--- src/rtl/fetch_pkg.sv ---
// fetch_pkg: types and constants shared by the fetch front end.
//   fetch_entry_t    : one {pc, instr} pair as held in the fetch queue
//   XLEN             : architectural address/instruction width
//   INSTR_BYTES      : fetch stride in bytes
//   DEFAULT_RESET_PC : default PC loaded on reset
//   align_pc()       : clears the byte-offset bits of a PC
package fetch_pkg;

   localparam int XLEN        = 32;
   localparam int INSTR_BYTES = 4;
   localparam logic [XLEN-1:0] DEFAULT_RESET_PC = 32'h0000_0000;

   typedef struct packed {
      logic [XLEN-1:0] pc;
      logic [XLEN-1:0] instr;
   } fetch_entry_t;

   // Instructions are word aligned, so the low offset bits carry no meaning.
   function automatic logic [XLEN-1:0] align_pc(input logic [XLEN-1:0] addr);
      return addr & ~(XLEN'(INSTR_BYTES - 1));
   endfunction

endpackage

--- src/rtl/fetch_queue.sv ---
// fetch_queue: small synchronous FIFO of fetch_entry_t.
//   clk, rst      : clock, asynchronous active-low reset
//   push/push_entry : enqueue request (ignored when full or flushing)
//   pop           : dequeue request (ignored when empty or flushing)
//   flush         : discard all entries; takes priority over push and pop
//   full, empty   : occupancy flags from registered state
//   head          : entry at the read pointer (registered storage only)
module fetch_queue
   import fetch_pkg::*;
#(
   parameter int DEPTH = 2
) (
   input  logic         clk,
   input  logic         rst,
   input  logic         push,
   input  fetch_entry_t push_entry,
   input  logic         pop,
   input  logic         flush,
   output logic         full,
   output logic         empty,
   output fetch_entry_t head
);

   localparam int AW = (DEPTH > 1) ? $clog2(DEPTH) : 1;

   fetch_entry_t   mem_q [DEPTH];
   logic [AW-1:0]  wr_ptr_q, wr_ptr_d;
   logic [AW-1:0]  rd_ptr_q, rd_ptr_d;
   logic [AW:0]    count_q, count_d;
   logic           push_ok;
   logic           pop_ok;

   assign full    = (count_q == (AW+1)'(DEPTH));
   assign empty   = (count_q == '0);
   // A full queue refuses a push even if a pop happens the same cycle.
   assign push_ok = push & ~full & ~flush;
   assign pop_ok  = pop & ~empty & ~flush;
   assign head    = mem_q[rd_ptr_q];

   always_comb begin
      wr_ptr_d = wr_ptr_q;
      rd_ptr_d = rd_ptr_q;
      count_d  = count_q;
      if (flush) begin
         wr_ptr_d = '0;
         rd_ptr_d = '0;
         count_d  = '0;
      end else begin
         // DEPTH is a power of two, so pointers wrap naturally.
         if (push_ok) wr_ptr_d = wr_ptr_q + AW'(1);
         if (pop_ok)  rd_ptr_d = rd_ptr_q + AW'(1);
         count_d = count_q + (AW+1)'(push_ok) - (AW+1)'(pop_ok);
      end
   end

   always_ff @(posedge clk or negedge rst) begin
      if (!rst) begin
         wr_ptr_q <= '0;
         rd_ptr_q <= '0;
         count_q  <= '0;
      end else begin
         wr_ptr_q <= wr_ptr_d;
         rd_ptr_q <= rd_ptr_d;
         count_q  <= count_d;
      end
   end

   // Storage is cleared on reset so the head reads as zero out of reset.
   always_ff @(posedge clk or negedge rst) begin
      if (!rst) begin
         for (int i = 0; i < DEPTH; i++) mem_q[i] <= '0;
      end else if (push_ok) begin
         mem_q[wr_ptr_q] <= push_entry;
      end
   end

endmodule

--- src/rtl/fetch_stage.sv ---
// fetch_stage: instruction-fetch front end.
//   clk, rst         : clock, asynchronous active-low reset
//   imem_pc          : fetch PC presented to instruction memory
//   imem_instr/valid : memory response for the current imem_pc
//   redirect_valid/pc: restart fetch at a new (word-aligned) PC, flushing the queue
//   out_valid/ready  : handshake toward decode
//   out_pc/out_instr : head of the fetch queue
module fetch_stage
   import fetch_pkg::*;
#(
   parameter logic [31:0] RESET_PC    = DEFAULT_RESET_PC,
   parameter int          QUEUE_DEPTH = 2
) (
   input  logic        clk,
   input  logic        rst,
   output logic [31:0] imem_pc,
   input  logic [31:0] imem_instr,
   input  logic        imem_valid,
   input  logic        redirect_valid,
   input  logic [31:0] redirect_pc,
   output logic        out_valid,
   input  logic        out_ready,
   output logic [31:0] out_pc,
   output logic [31:0] out_instr
);

   logic [31:0]  pc_q, pc_d;
   logic         q_full;
   logic         q_empty;
   logic         capture;
   logic         dequeue;
   fetch_entry_t push_entry;
   fetch_entry_t head;

   // Redirect wins over both capture and dequeue. While full, pc holds so
   // memory keeps presenting the same word until there is room for it.
   assign capture = imem_valid & ~q_full & ~redirect_valid;
   assign dequeue = out_valid & out_ready & ~redirect_valid;

   assign push_entry.pc    = pc_q;
   assign push_entry.instr = imem_instr;

   always_comb begin
      pc_d = pc_q;
      if (redirect_valid) begin
         pc_d = align_pc(redirect_pc);
      end else if (capture) begin
         pc_d = pc_q + 32'(INSTR_BYTES);   // wraps modulo 2^32
      end
   end

   always_ff @(posedge clk or negedge rst) begin
      if (!rst) begin
         pc_q <= RESET_PC;
      end else begin
         pc_q <= pc_d;
      end
   end

   fetch_queue #(
      .DEPTH(QUEUE_DEPTH)
   ) u_queue (
      .clk       (clk),
      .rst       (rst),
      .push      (capture),
      .push_entry(push_entry),
      .pop       (dequeue),
      .flush     (redirect_valid),
      .full      (q_full),
      .empty     (q_empty),
      .head      (head)
   );

   assign imem_pc   = pc_q;
   assign out_valid = ~q_empty;
   assign out_pc    = head.pc;
   assign out_instr = head.instr;

endmodule
--- config.mk ---
export PLATFORM = sky130hd
export DESIGN_NAME = fetch_stage
export DESIGN_NICKNAME = d
export VERILOG_FILES = /design/src/rtl/fetch_pkg.sv /design/src/rtl/fetch_queue.sv /design/src/rtl/fetch_stage.sv
export SDC_FILE = /design/constraint.sdc
export NUM_CORES = 1
export LEC_CHECK = 0
export BUFFER_PORTS_ARGS = -buffer_cell sky130_fd_sc_hd__buf_2
export CAP_MARGIN = 30
export CORE_ASPECT_RATIO = 1.25
export CORE_MARGIN = 1.5
export CORE_UTILIZATION = 35
export DETAILED_ROUTE_END_ITERATION = 12
export HOLD_SLACK_MARGIN = 0.08
export PLACE_DENSITY_LB_ADDON = 0.3
export SLEW_MARGIN = 20
export SYNTH_ARGS = -nofsm -noshare
export SYNTH_HDL_FRONTEND = slang
export SYNTH_SLANG_ARGS = --single-unit
export TNS_END_PERCENT = 20
--- constraint.sdc ---
create_clock -name clk -period 4.7 [get_ports clk]
set_input_delay 0.47 -clock clk [delete_from_list [all_inputs] [get_ports clk]]
set_output_delay 0.47 -clock clk [all_outputs]
set_load 0.02 [all_outputs]
; ---- Yosys cells after proc, flatten, opt, wreduce, memory -nomap -nowiden
; Index checks and enable logic that the tools add are counted.
[totals]
register_bits = 164
latchBits = 0
ramBits = 0
rom_bits = 0
input_bits = 69
output_inout_bits = 97
n_memories = 0
[op_classes]
addsub = 5
n_mul = 0
div = 0
order_cmp = 3
n_eq_ne = 1
shifts = 0
muxes = 13
n_bitwise = 13
n_reduce_logical = 5
[ops]
columns = cell, n
row1 = $mux 64, 4
row2 = $bwmux 128, 1
row3 = $demux 64 s1, 1
row4 = $mux 32, 2
row5 = $add 32x3->32 const B, 1
row6 = $and 1x1->1, 8
row7 = $reduce_bool 2->1, 3
row8 = $ge 2x2->1 const B, 2
row9 = $mux 1, 4
row10 = $not 1->2, 2
row11 = $not 1->1, 3
row12 = $add 1x1->1 const B, 2
row13 = $add 2x1->2, 1
row14 = $eq 2x2->1 const B, 1
row15 = $logic_not 2->1, 1
row16 = $lt 2x1->1 const B, 1
row17 = $mux 2, 1
row18 = $sub 2x1->2, 1
row19 = $logic_and 1x1->1, 1

; ---- Longest topological paths before layout
; Gate-level depths: netlist (run 1).
[logic_depth]
ltp_word = 9
depth_mapped = 8

; ---- Hierarchy
; Synthesis (run 1) repeated with hierarchy kept, for this count alone.
[unflattened]
hier_cells = 576
area_unflattened_um2 = 7908.8
[by_module_without_submodules]
columns = module, n_inst, cells_each, area_each_um2
row1 = fetch_queue, 1, 366, 6085.8
row2 = fetch_stage, 1, 210, 1823.0

; ---- Worst setup path after synthesis (run 1)
; Ideal clock, no wire load.
[synth_path]
path_type = input-to-reg
start = input port redirect_valid
end = register u_queue.count_q[0]
arrival_time_ns = 1.771
required_ns = 4.568
slack_ns = 2.797
cell_stages = 7
n_path_buf = 2
path_cell_list = clkbuf_1 > clkbuf_1 > nor2_1 > ha_1 > inv_1 > ha_1 > nor2b_1
[synth_via]
elab_chain_len = 7
[synth_rtl]
columns = element, line_no
row1 = start: declaration, fetch_stage.sv:19  ; input logic redirect_valid,
row2 = $not 1->1, n/a
row3 = $and 1x1->1, fetch_stage.sv:37  ; assign capture = imem_valid & ~q_full & ~redirect_valid;
row4 = $and 1x1->1 (2 in series), fetch_queue.sv:36  ; assign push_ok = push & ~full & ~flush;
row5 = $add 2x1->2, fetch_queue.sv:52  ; count_d = count_q + (AW+1)'(push_ok) - (AW+1)'(pop_ok);
row6 = $sub 2x1->2, fetch_queue.sv:52
row7 = $mux 2 *, fetch_queue.sv:44  ; if (flush) begin
row8 = net u_queue.count_d[0], fetch_queue.sv:29  ; logic [AW:0] count_q, count_d;
row9 = end signal: assignment, fetch_queue.sv:64  ; count_q <= count_d;
row10 = end: declaration, fetch_queue.sv:29
; Mark *: on every way through the listed nets, which the timed path passes. The rest lies on a longest branch.
; A chain may end at the register's enable or synchronous reset.

; ---- Worst setup path after layout (run 1)
[layout_path]
start = register u_queue.rd_ptr_q
end = output port out_instr[10]
[layout_via]
elab_chain_len = 4
[layout_rtl]
columns = element, line_no
row1 = start: declaration, fetch_queue.sv:28  ; logic [AW-1:0] rd_ptr_q, rd_ptr_d;
row2 = start signal: assignment, fetch_queue.sv:63  ; rd_ptr_q <= rd_ptr_d;
row3 = $not 1->2 (not written as such), fetch_queue.sv:38  ; assign head = mem_q[rd_ptr_q];
row4 = $mux 64 (not written as such) (3 in series), fetch_queue.sv:38
row5 = end: declaration, fetch_stage.sv:24  ; output logic [31:0] out_instr
; Every way passes these cells. The select of a mux whose other input is x is not followed.

==> impl_metrics.sql, run 1 <==
INSERT INTO impl_metrics (metric_group, metric, value, unit) VALUES
('power', 'leakage_power_total', '0.00403', 'µW'),
('die', 'initial_core_util', '35.5', '%'),
('cts', 'tritoncts', 'built', ''),
('die', 'dieWidth', '133', 'µm'),
('cts', 'cts-root-buf', 'clkbuf_16', ''),
('timing', 'period_minus_slack', '2.54', 'ns'),
('cts', 'clock_insertion_delay_worst_skew', '0.41', 'ns'),
('cts', 'worst_path_clk_slew', '0.06', 'ns'),
('drt', 'finalWirelength', '16.4', 'mm'),
('yosys', 'synth_flop_cell', 'dfrtp_1', ''),
('critical_path', 'critical_path_peak_fanout', '63', ''),
('place', 'dpl.hpwl', '11.3', 'mm'),
('finish', 'net_count_reported_at_finish', '779', ''),
('yosys', 'synthCells', '551', ''),
('timing', 'timing.final.max_slew_violations', '0', ''),
('yosys', 'yosys_warnings', '0', ''),
('cts', 'numCtsBuffers', '17', ''),
('yosys', 'postSynthAreaPerCell', '13.4', 'µm²'),
('timing', 'setup_repair_after_global_routing_missed_its_margin', 'no', ''),
('drt', 'route.detailed.wl_per_inst', '16.5', 'µm'),
('place', 'dp_slack', '2.32', 'ns'),
('yosys', 'ys_seq_area_share', '53.7', '%'),
('cts', 'cts.sink_count', '158', ''),
('yosys', 'netlist_top_cells_area', 'dfrtp_1, mux2_2, xor2_1', ''),
('global_route', 'first_pass_grt_wire_length', '26.4', 'mm'),
('yosys', 'synth-edff-count', '0', ''),
('drt', 'drtAntennaViolNets', '0', ''),
('die', 'floorplan.die_area', '21900', 'µm²'),
('die', 'io_pins', '166', ''),
('hold_path', 'timing.hold.worst.class', 'primary input to flip-flop', ''),
('die', 'num_rows', '59', ''),
('critical_path', 'worstPathRequired', '4.23', 'ns'),
('status', 'outcome', 'complete, no violations', ''),
('yosys', 'yosys.cell_types.count', '41', ''),
('finish', 'drive_above_1_share', '53.9', '%'),
('timing', 'worst_slew_margin_rel', '37.7', '%'),
('yosys', 'synth.cell_area', '7360', 'µm²'),
('timing', 'fin_tns_setup', '0', 'ns'),
('die', 'core_area', '20700', 'µm²'),
('yosys', 'post-synth-top-area-cell', 'dfrtp_1', ''),
('yosys', 'synth_seq_cells', '158', ''),
('timing', 'worst-slew-pin-transition', '0.935', 'ns'),
('place', 'gp_congestion', '0.771', ''),
('finish', 'stdcell_area', '8950', 'µm²'),
('timing', 'finalCritPeriodShare', '53.9', '%'),
('critical_path', 'critical_path.endpoint_type', 'output pin', ''),
('global_route', 'globalRoute.totalOverflow', '0', ''),
('drt', 'drt_iter0_drc', '182', ''),
('global_route', 'grt_max_degree', '67', ''),
('drt', 'num_vias', '4827', ''),
('drt', 'routed_via_density', '4.85', ''),
('timing', 'report.final.setup_viol', '0', ''),
('power', 'worst_ir_drop_vdd', '0.000230', 'V'),
('cts', 'cts_max_level', '4', ''),
('global_route', 'first_global_vias', '5016', ''),
('finish', 'areaGrowthSynthToFinish', '21.6', '%'),
('power', 'pwr_density_cell', '582', 'nW/µm²'),
('critical_path', 'crit_arrival', '2.07', 'ns'),
('cts', 'ctsLongestPathBuffers', '2', ''),
('critical_path', 'startpoint_type', 'flip-flop', ''),
('timing', 'timing.final.hold_violations', '0', ''),
('finish', 'utilization', '43.2', '%'),
('flow_run', 'drv.max_cap_violation_count', '0', ''),
('drt', 'first_pass_iters', '4', ''),
('yosys', 'synthDominantCellAreaShare', '53.7', '%'),
('drt', 'route.detailed.drc', '0', ''),
('finish', 'final_cell_count_no_fill', '995', ''),
('global_route', 'grt.total_usage', '15.5', '%'),
('timing', 'achievable-frequency', '394', 'MHz'),
('timing', 'setup_slack', '2.16', 'ns'),
('place', 'dpl.cell_count', '960', ''),
('place', 'placedInstanceArea', '8360', 'µm²'),
('place', 'io_buffer_count', '159', ''),
('critical_path', 'setup.worst_path.class', 'flip-flop to output pin', ''),
('timing', 'fin_skew', '0.00758', 'ns'),
('die', 'die-height', '165', 'µm'),
('yosys', 'synth-async-reset-ratio', '100', '%'),
('global_route', 'antenna_violations_before_repair', '0', '');
## cell usage after synthesis, drive strengths merged (4+ instances only)
master / instances
and3: 7
buf: 19
o21ai: 28
nand2: 41
and2: 4
dfrtp: 158
and4: 4
xor2: 23
nor2: 8
nand3: 8
mux2: 187
clkbuf: 13
nand4: 13
xnor2: 9
nor3: 4
nor4: 5
## where the power goes
part	leakage [µW]	switching, µW	internal, µW	total, µW
clock	0.000268	541	782	1320
combinational	0.00186	829	868	1700
sequential	0.00190	328	1870	2190
## state kept, by name, indices dropped and copies added, names as in the netlist
| name | cells |
|---|---|
| u_queue.mem_q | 124 |
| imem_pc | 30 |
| u_queue.wr_ptr_q | 1 |
| u_queue.rd_ptr_q | 1 |
| u_queue.count_q | 2 |
## final cells by class
cell class                 count  area (µm²)
fill                        1949       11800
multi-input combinational    361        3210
clock inverter                10         116
tap                          274         343
sequential                   158        3960
inverter                       3        11.3
antenna                        1        2.50
timing repair buffer         166         870
clock buffer                  22         444
## kinds of logic after synthesis
group           synth area share, %
mux                            28.7
xor+xnor                       3.81
fa+ha+maj                     0.510
other cells                  0.0509
simple gates                   8.01
buf+inv                        2.92
flops                          53.7
compound gates                 2.24
## cell usage in the layout (no fill, tap or decap), drive strengths merged, types with 3 or more instances in the layout
cell,Yosys,final
and2,4,4
and3,7,7
and4,4,4
buf,19,165
clkbuf,13,22
clkinv,0,6
conb,1,4
dfrtp,158,158
ha,3,3
inv,3,3
mux2,187,187
nand2,41,41
nand3,8,8
nand4,13,13
nor2,8,8
nor3,4,4
nor4,5,5
o21ai,28,28
xnor2,9,9
xor2,23,23
## critical path, stage by stage, from the launching register on
cell	delay [ns]
dfrtp_4	1.05
mux2_2	0.42
buf_2	0.16
## stage by stage
| stage | hold WS (ns) | total power, µW |
|---|---|---|
| floorplan | 0.174 | 3400 |
| detailed placement | 0.472 | 3940 |
| CTS | 0.245 | 5300 |
| global route | 0.252 | 5540 |
| global placement | 0.463 | 3850 |
| finish | 0.264 | 5210 |
## metal layers
metal / part of all wire (%) / track usage [%]
met5: 0 / 0
met4: 1.2 / 5.64
met3: 4.5 / 3.48
met2: 52 / 27.0
met1: 43 / 18.8
## final timing paths
check,cells past startpoint,startpoint,end,slack [ns]
worst max register to register,6,u_queue.count_q[0]$_DFF_PN0_,u_queue.mem_q[13]$_DFFE_PN0P_,2.45
min in group asynchronous,2,rst,u_queue.mem_q[26]$_DFFE_PN0P_,0.61
worst min-delay path,3,redirect_pc[11],imem_pc[11]$_DFFE_PN0N_,0.26
worst min register to register,1,u_queue.mem_q[72]$_DFFE_PN0P_,u_queue.mem_q[72]$_DFFE_PN0P_,0.48
max in group asynchronous,3,rst,u_queue.mem_q[84]$_DFFE_PN0P_,2.95
worst max-delay path,2,u_queue.rd_ptr_q$_DFFE_PN0P_,out_instr[10],2.16
## what timing repair did
| action | CTS | global route |
|---|---|---|
| endpoints found under the hold margin | 46 | 0 |
| hold buffers | 1 | 0 |
| gates resized for setup | 0 | 0 |
| buffers inserted | 0 | 0 |
| setup endpoints to repair | 0 | 0 |
(Power assumes the default switching activity.)
==> run 2: changes to the inputs <==
Settings changed: ABC_AREA from default to 1.
Clock period 4.7 ns to 2.25 ns, I/O delays scaled along.
==> impl_metrics.sql, run 2 <==
INSERT INTO impl_metrics (metric_group, metric, value, unit) VALUES
('yosys', 'synth_seq_cells', '158', ''),
('critical_path', 'setup.worst_path.class', 'flip-flop to output pin', ''),
('status', 'outcome', 'complete, no violations', ''),
('finish', 'number_of_diodes', '0', ''),
('hold_path', 'worst_hold_startpoint', 'imem_instr[4]', ''),
('die', 'floorplan.die_area', '23200', 'µm²'),
('cts', 'post_cts_buffers', '0', ''),
('hold_path', 'timing.hold.worst.class', 'primary input to flip-flop', ''),
('yosys', 'synth-async-reset-ratio', '100', '%'),
('critical_path', 'critical_path_peak_fanout', '34', ''),
('cts', 'cts-root-buf', 'clkbuf_16', ''),
('yosys', 'synth.cell_area', '7800', 'µm²'),
('die', 'core_area', '21700', 'µm²'),
('cts', 'cts_resized', '0', ''),
('timing', 'fin_tns_setup', '0', 'ns'),
('drt', 'num_vias', '6978', ''),
('power', 'leakage_power_total', '0.00527', 'µW'),
('place', 'dpl.hpwl', '14.1', 'mm'),
('cts', 'tritoncts', 'built', ''),
('drt', 'finalWirelength', '20.7', 'mm'),
('global_route', 'first_pass_grt_wire_length', '33.2', 'mm'),
('yosys', 'synthDominantCellAreaShare', '50.7', '%'),
('yosys', 'ys_seq_area_share', '50.7', '%'),
('finish', 'areaGrowthSynthToFinish', '26.6', '%'),
('timing', 'setup_repair_after_global_routing_missed_its_margin', 'no', ''),
('cts', 'cts_max_level', '4', ''),
('finish', 'regMostFlops', 'u_queue.mem_q', ''),
('critical_path', 'worst_r2r_path_depth', '7', ''),
('global_route', 'grt_max_degree', '63', ''),
('timing', 'worst_slew_margin_rel', '61.9', '%'),
('yosys', 'yosys_warnings', '0', ''),
('yosys', 'synthCells', '1037', ''),
('place', 'dp_slack', '0.454', 'ns'),
('critical_path', 'startpoint_type', 'flip-flop', ''),
('global_route', 'globalRoute.totalOverflow', '0', ''),
('place', 'placedInstanceArea', '8830', 'µm²'),
('cts', 'cts_hold_buffers', '42', ''),
('finish', 'drive_above_1_share', '17.7', '%'),
('drt', 'route.detailed.wl_per_inst', '13.7', 'µm'),
('yosys', 'netlist_top_cells_area', 'dfrtp_1, nand2_1, o21ai_0', ''),
('critical_path', 'timing.critical_path.from', 'u_queue.rd_ptr_q$_DFFE_PN0P_', ''),
('power', 'worst_ir_drop_vdd', '0.000540', 'V'),
('die', 'dieWidth', '137', 'µm'),
('timing', 'setup_slack', '0.358', 'ns'),
('drt', 'route.detailed.drc', '0', ''),
('global_route', 'antenna_violations_before_repair', '0', ''),
('drt', 'drtAntennaViolNets', '0', ''),
('timing', 'worst-slew-pin-transition', '0.571', 'ns'),
('drt', 'first_pass_iters', '5', ''),
('finish', 'final_cell_count_no_fill', '1514', ''),
('drt', 'drt_iter0_drc', '434', ''),
('power', 'pwr_density_cell', '1090', 'nW/µm²'),
('yosys', 'synth_flop_cell', 'dfrtp_1', ''),
('die', 'io_pins', '166', ''),
('finish', 'largest_reg_flops', '124', ''),
('global_route', 'grt.total_usage', '18.4', '%'),
('yosys', 'synth-edff-count', '0', ''),
('critical_path', 'crit_arrival', '1.67', 'ns'),
('timing', 'finalCritPeriodShare', '84.1', '%'),
('finish', 'fillCellCount', '2182', ''),
('drt', 'routed_via_density', '4.61', ''),
('timing', 'timing.final.max_slew_violations', '0', ''),
('critical_path', 'rrSetupSlack', '0.43', 'ns'),
('yosys', 'synthMostInstantiatedCell', 'nand2_1', ''),
('timing', 'report.final.setup_viol', '0', ''),
('hold_path', 'worstHoldPathCells', '3', ''),
('finish', 'area.sequential', '3960', 'µm²'),
('die', 'die-height', '170', 'µm'),
('die', 'num_rows', '60', ''),
('global_route', 'first_global_vias', '6691', ''),
('place', 'dpl.cell_count', '1440', ''),
('finish', 'multi_input_comb_area', '3160', 'µm²'),
('critical_path', 'worstPathRequired', '2.03', 'ns'),
('finish', 'stdcell_area', '9880', 'µm²'),
('cts', 'clock_insertion_delay_worst_skew', '0.41', 'ns'),
('timing', 'achievable-frequency', '529', 'MHz'),
('yosys', 'synth_common_cells', 'nand2_1, dfrtp_1, o21ai_0', ''),
('finish', 'layout_commonest_cell', 'nand2_1', ''),
('cts', 'numCtsBuffers', '17', ''),
('critical_path', 'r2r_end', 'imem_pc[16]$_DFFE_PN0N_', ''),
('place', 'io_buffer_count', '159', ''),
('timing', 'timing.final.hold_violations', '0', ''),
('die', 'initial_core_util', '35.9', '%'),
('finish', 'most-common-layout-cells', 'nand2_1, buf_2, dfrtp_1', ''),
('cts', 'cts.sink_count', '158', ''),
('yosys', 'post-synth-top-area-cell', 'dfrtp_1', ''),
('power', 'power.total', '10800', 'µW'),
('timing', 'period_minus_slack', '1.89', 'ns'),
('place', 'gp_congestion', '0.876', ''),
('finish', 'net_count_reported_at_finish', '1294', ''),
('critical_path', 'worstReg2RegStart', 'imem_pc[3]$_DFFE_PN0N_', ''),
('critical_path', 'critical_path.endpoint_type', 'output pin', ''),
('cts', 'ctsLongestPathBuffers', '2', ''),
('yosys', 'yosys.cell_types.count', '30', ''),
('hold_path', 'worst_hold_endpoint', 'u_queue.mem_q[68]$_DFFE_PN0P_', ''),
('yosys', 'postSynthAreaPerCell', '7.52', 'µm²'),
('flow_run', 'drv.max_cap_violation_count', '0', ''),
('timing', 'fin_skew', '0.00953', 'ns'),
('cts', 'worst_path_clk_slew', '0.07', 'ns');
-- run 2: area by class of cell --
type                    instances  share of cell area [%]
well taps                     279                    3.53
inverters                      99                    3.81
multi-input cells             731                    31.9
flip-flops and latches        158                    40.0
repair buffers                215                    14.3
clock inverters                11                    1.57
clock buffers                  21                    4.76
-- run 2: kinds of logic (layout without fill, tap and decap cells) --
logic type	Yosys count	in the layout	synth area share [%]
other	1	4	0.0481
and+or+nand+nor	549	549	27.4
adders and majority gates	3	3	0.481
buffers and inverters	151	346	8.98
AOI/OAI and AO/OA	162	162	11.0
xor gates and xnor gates	13	13	1.46
DFF	158	158	50.7
-- run 2: power breakdown --
group | switching, µW | internal (µW)
clock | 1180 | 1850
combinational | 2210 | 1190
sequential | 572 | 3810
total | 3970 | 6840
-- run 2: worst max-delay path: stages, from the launching register on --
cell     delay [ns]
dfrtp_2        0.43
inv_2          0.06
buf_4          0.36
nand2_1        0.09
nand2_1        0.13
buf_2          0.18
-- run 2: worst max-delay path by stage --
stage                                               to  cells after the start
after global placement         imem_pc[16]$_DFFE_PN0N_                      7
after detailed placement       imem_pc[16]$_DFFE_PN0N_                      7
final                                       out_pc[14]                      5
after CTS                                   out_pc[14]                      5
after floorplan           u_queue.count_q[1]$_DFF_PN0_                      9
after global routing                        out_pc[21]                      5
-- run 2: metal layers --
layer / routed length, µm / share of wire [%] / track usage [%] / vias up
met5: 0 / 0 / 0 / -
met4: 296 / 1.4 / 5.60 / 0
met3: 785 / 3.8 / 3.07 / 13
met2: 10300 / 49 / 31.7 / 166
met1: 9400 / 45 / 23.4 / 3242
li1: - / - / - / 3557
-- run 2: per-stage QoR --
stage | hold slack [ns] | utilization, %
after floorplan | -0.0706 | -
after global placement | 0.243 | 40.7
after detailed placement | 0.244 | 40.7
after CTS | 0.0811 | 45.5
after global routing | 0.0996 | 45.5
final | 0.101 | 45.5
